## src/rtl/seg7_capture.sv

```systemverilog
// Observes a four-digit active-low seven-segment display, filters transient patterns
// and presents each newly stable display value, decoded to hex, on a valid/ready handshake.
module seg7_capture #(
   parameter int STABLE_CYCLES = 4,
   parameter int CNT_W         = 8
) (
   input  logic        clock,
   input  logic        n_reset,
   input  logic [6:0]  disp0,
   input  logic [6:0]  disp1,
   input  logic [6:0]  disp2,
   input  logic [6:0]  disp3,
   output logic [15:0] value,
   output logic [3:0]  blank,
   output logic [3:0]  illegal,
   output logic        value_valid,
   input  logic        value_ready
);

   typedef enum logic [1:0] {IDLE, SETTLE, PRESENT} state_t;

   localparam logic [CNT_W-1:0] CNT_MAX   = CNT_W'(STABLE_CYCLES - 1);
   localparam logic [27:0]      ALL_BLANK = {4{7'h7F}};

   // Returns {illegal, blank, nibble} for one active-low segment pattern.
   function automatic logic [5:0] decode(input logic [6:0] seg);
      case (seg)
         7'h40: decode = 6'h00;
         7'h79: decode = 6'h01;
         7'h24: decode = 6'h02;
         7'h30: decode = 6'h03;
         7'h19: decode = 6'h04;
         7'h12: decode = 6'h05;
         7'h02: decode = 6'h06;
         7'h78: decode = 6'h07;
         7'h00: decode = 6'h08;
         7'h10: decode = 6'h09;
         7'h08: decode = 6'h0A;
         7'h03: decode = 6'h0B;
         7'h46: decode = 6'h0C;
         7'h21: decode = 6'h0D;
         7'h06: decode = 6'h0E;
         7'h0E: decode = 6'h0F;
         7'h7F: decode = 6'b01_0000;
         default: decode = 6'b10_0000;
      endcase
   endfunction

   state_t           r_state, w_state_nxt;
   logic [27:0]      r_snap, r_rep;
   logic [CNT_W-1:0] r_cnt;
   logic [15:0]      r_value;
   logic [3:0]       r_blank, r_illegal;
   logic             r_valid;

   logic [27:0]      w_in;
   logic             w_same, w_load, w_hs;
   logic [5:0]       w_dec [4];

   assign w_in   = {disp3, disp2, disp1, disp0};
   assign w_same = (w_in == r_snap);
   assign w_hs   = (r_state == PRESENT) && r_valid && value_ready;

   for (genvar g = 0; g < 4; g++) begin : g_dec
      assign w_dec[g] = decode(r_snap[7*g +: 7]);
   end

   always_comb begin
      w_state_nxt = r_state;
      w_load      = 1'b0;
      case (r_state)
         IDLE: begin
            if (!w_same) w_state_nxt = SETTLE;
         end
         SETTLE: begin
            if (w_same && (r_cnt == CNT_MAX)) begin
               if (r_snap != r_rep) begin
                  w_load      = 1'b1;
                  w_state_nxt = PRESENT;
               end else begin
                  w_state_nxt = IDLE;
               end
            end
         end
         PRESENT: begin
            // A pattern arriving on the handshake edge must still be watched.
            if (w_hs) w_state_nxt = ((r_snap != r_rep) || !w_same) ? SETTLE : IDLE;
         end
         default: w_state_nxt = IDLE;
      endcase
   end

   always_ff @(posedge clock or negedge n_reset) begin
      if (!n_reset) begin
         r_state   <= IDLE;
         r_snap    <= ALL_BLANK;
         r_rep     <= ALL_BLANK;
         r_cnt     <= '0;
         r_value   <= '0;
         r_blank   <= '0;
         r_illegal <= '0;
         r_valid   <= 1'b0;
      end else begin
         r_state <= w_state_nxt;
         if (!w_same) begin
            r_snap <= w_in;
            r_cnt  <= CNT_W'(1);
         end else if (r_cnt != CNT_MAX) begin
            r_cnt  <= r_cnt + CNT_W'(1);
         end
         if (w_load) begin
            r_value   <= {w_dec[3][3:0], w_dec[2][3:0], w_dec[1][3:0], w_dec[0][3:0]};
            r_blank   <= {w_dec[3][4], w_dec[2][4], w_dec[1][4], w_dec[0][4]};
            r_illegal <= {w_dec[3][5], w_dec[2][5], w_dec[1][5], w_dec[0][5]};
            r_rep     <= r_snap;
            r_valid   <= 1'b1;
         end else if (w_hs) begin
            r_valid   <= 1'b0;
         end
      end
   end

   assign value       = r_value;
   assign blank       = r_blank;
   assign illegal     = r_illegal;
   assign value_valid = r_valid;

endmodule

```

## config.mk

```make
export PLATFORM = sky130hd
export DESIGN_NAME = seg7_capture
export DESIGN_NICKNAME = d
export VERILOG_FILES = /design/src/rtl/seg7_capture.sv
export SDC_FILE = /design/constraint.sdc
export NUM_CORES = 1
export LEC_CHECK = 0
export ABC_AREA = 1
export BUFFER_PORTS_ARGS = -buffer_cell sky130_fd_sc_hd__buf_2
export CORE_AREA = 2 2 108 89
export DETAILED_ROUTE_END_ITERATION = 12
export DIE_AREA = 0 0 110 91
export GPL_TIMING_DRIVEN = 0
export PLACE_DENSITY = 0.84
export SYNTH_ARGS = -nofsm -noshare
export SYNTH_HDL_FRONTEND = slang
export SYNTH_SLANG_ARGS = --single-unit
```

## constraint.sdc

```tcl
create_clock -name clock -period 3.7 [get_ports clock]
set_input_delay 0.925 -clock clock [delete_from_list [all_inputs] [get_ports clock]]
set_output_delay 0.925 -clock clock [all_outputs]
set_load 0.01 [all_outputs]
```

==> metrics.md <==
| Metric | Value |
|---|---|
| Syn-to-layout area delta | `12.23%` |
| Post-CTS sizing | `0` |
| Ys async rst share | `100.0%` |
| Hold Path Depth | `2` |
| Post-DP HPWL | `11.11 mm` |
| I/O pin count | `56` |
| Clock skew | `0.007611 ns` |
| Via density | `5.458` |
| Die H | `91 µm` |
| Worst-path clk slew | `0.09 ns` |
| Worst-Skew Late Latency | `0.38 ns` |
| Tmin final | `2.511 ns` |
| WL per Instance | `14.47 µm` |
| Layout cells sized above 1 | `18.03%` |
| Vias in the first global route | `5411` |
| Drc violations | `0` |
| Area of the core | `8882 µm²` |
| Antenna Diode Count | `0` |
| Most numerous cell in the Yosys netlist | `nand2_1` |
| Fmax | `398.3 MHz` |
| Mapped Area | `5595 µm²` |
| Post-synth top area share | `26.30%` |
| Maximum vdd drop | `0.2507 mV` |
| Worst hold endpoint | `blank[2]` |
| Die X | `110 µm` |
| Initial core utilization | `62.99%` |
| Cells on worst reg2reg path | `14` |
| RSZ-0062 raised after global routing | `no` |
| DR vias | `5562` |
| Total negative slack | `0 ns` |
| Largest net degree at the start of global routing | `50` |
| Clock sinks | `91` |
| Number of post-CTS setup repair buffers | `0` |
| R2r setup slk | `1.19 ns` |
| Slew headroom | `47.57%` |
| PortBufs | `55` |
| Setup violation total in the final timing report | `0` |
| Crit path launch | `r_snap[23]` |
| Worst-Margin Slew | `0.7792 ns` |
| Fin. max-slew vios | `0` |
| Rows | `31` |
| Startpoint types | `flip-flop` |
| CP Max Fanout | `10` |
| Top FF cell, synth | `dfstp_2` |
| Gate Count Post-Synth | `832` |
| Seq/Total Area, Yosys | `41.95%` |
| Post-synth EDFFs | `0` |
| GPL Wtd Cong | `1.053` |
| Data arrival, critical path | `2.80 ns` |
| Nature of the critical path endpoint | `flip-flop` |
| CTS H-tree lvls | `3` |
| Grt total ovfl | `0` |
| Kind of critical path | `flip-flop to flip-flop` |
| Initial antenna violation count | `0` |
| First-pass GRT wire length | `25.02 mm` |
| HP Start | `blank[2]` |
| Maximum clock insertion buffer count | `2` |
| CTS tree | `built` |
| Final Cycle Share | `67.85%` |
| Hold_ws | `0.4755 ns` |
| CTS Buf Count | `9` |
| Pwr dens | `330.8 nW/µm²` |
| Final net count | `931` |
| DRT Wirelength | `14.74 mm` |
| Die area | `10010 µm²` |
| Total global-route track usage | `31.97%` |
| Worst Hold Class | `flip-flop to flip-flop` |
| Starting DRC count in detailed routing | `536` |
| Req. time, crit path | `3.99 ns` |
| Number of hold buffers added after cts | `0` |
| Syn_nets | `864` |
| Status | `complete, no violations` |
| Register bit total from synthesis | `91` |
| Final count of hold timing violations | `0` |
| Unique masters post-synth | `33` |
| DRT antenna net count | `0` |
| Synth top area cells | `dfstp_2 26%, nand2_1 19%, dfrtp_1 16%` |
| CTS root buf | `clkbuf_8` |
| Leak | `3.166 nW` |
| Syn Area/Cell | `6.725 µm²` |
| Cell taking the most area after synthesis | `dfstp_2` |
| Max Cap Violations | `0` |
| Yosys warnings | `0` |
| R2R Path Start | `r_snap[23]` |
| Commonest cells in the synthesized netlist | `281 x nand2_1, 116 x nor2_1, 86 x inv_1` |
| Worst R2R End | `r_rep[5]` |
| DRT Pass-1 Iters | `6` |
[flip-flops by register name, indices dropped and copies added (netlist names)]
signal and count:
r_rep 28, r_snap 28, value 16, r_cnt 8
blank 4, illegal 4, r_state 2, value_valid 1
[routing by layer]
metal  up-vias  global-route usage [%]  wire length [µm]
met1      2547                   42.81              6318
met4         0                   11.50               496
met5         -                       0                 0
met3        55                   8.184              1223
li1       2693                       -                 -
met2       267                   49.90              6701
[power by group]
part           total, W  switching (W)  internal (W)
logic          0.000244       0.000163     0.0000804
registers       0.00104      0.0000169       0.00102
clock network  0.000792       0.000385      0.000407
total           0.00208       0.000566       0.00151
[cell families (layout without fill, tap and decap cells)]
group	count (synthesis)	count (layout)	share of synthesized area, %
AOI/OAI and AO/OA	55	55	5.277
DFF	91	91	41.95
adders and majority gates	1	1	0.2236
buffers and inverters	146	218	10.62
and+or+nand+nor	511	511	37.54
xor gates and xnor gates	28	28	4.383
[worst max path at each step]
stage / slack [ns] / end
finish: 1.19 / r_rep[5]
global route: 0.96 / value[5]
CTS: 1.20 / r_rep[11]
detailed placement: 0.90 / r_rep[11]
global placement: 0.93 / r_rep[7]
floorplan: 1.51 / value[4]
[stage by stage]
stage	instances	cell area, µm²	util [%]	power, W	setup slack, ns
2_1_floorplan	832	5595	-	0.001202	1.509
4_1_cts	1019	6280	70.70	0.002079	1.196
3_3_place_gp	1002	6015	67.71	0.001283	0.9326
5_1_grt	1019	6280	70.70	0.002164	0.9585
3_5_place_dp	1003	6045	68.05	0.001295	0.9005
6_report	1019	6280	70.70	0.002078	1.189
[layout make-up]
cell class	instances	area (µm²)
inverter	93	349.1
fill	742	2603
sequential	91	2347
buffer	53	245.2
clock buffer	10	137.6
multi-input combinational	595	2654
timing repair buffer	56	305.3
tap	115	143.9
clock inverter	6	97.59
[critical path, cell delays in order, from the launching register on]
cell and delay (ns):
dfstp_2 0.52, buf_2 0.18, inv_1 0.09, nand2_1 0.06, nand2_1 0.05, nor2_1 0.22, inv_1 0.07, nor2_1 0.09
nand2_1 0.05, nor2_1 0.11, nand2_2 0.15, nor2_4 0.16, nand2_2 0.13, clkbuf_1 0.29, o21ai_0 0.26
[cell usage in the layout, fill, tap and decap left out, types with 2 or more instances in the layout]
| master | count |
|---|---|
| a211oi_1 | 2 |
| a21oi_1 | 10 |
| buf_2 | 73 |
| buf_6 | 3 |
| bufinv_16 | 2 |
| clkbuf_1 | 31 |
| clkbuf_8 | 10 |
| clkinv_4 | 3 |
| dfrtp_1 | 35 |
| dfstp_2 | 56 |
| inv_1 | 86 |
| inv_2 | 6 |
| nand2_1 | 281 |
| nand2_2 | 2 |
| nand3_1 | 67 |
| nand4_1 | 10 |
| nor2_1 | 116 |
| nor2_2 | 2 |
| nor3_1 | 23 |
| nor3b_1 | 3 |
| nor4_1 | 2 |
| o21ai_0 | 32 |
| o21ai_1 | 6 |
| o21ai_2 | 2 |
| xnor2_1 | 24 |
| xor2_1 | 4 |
No activity file was read; power rests on OpenSTA's default activity.
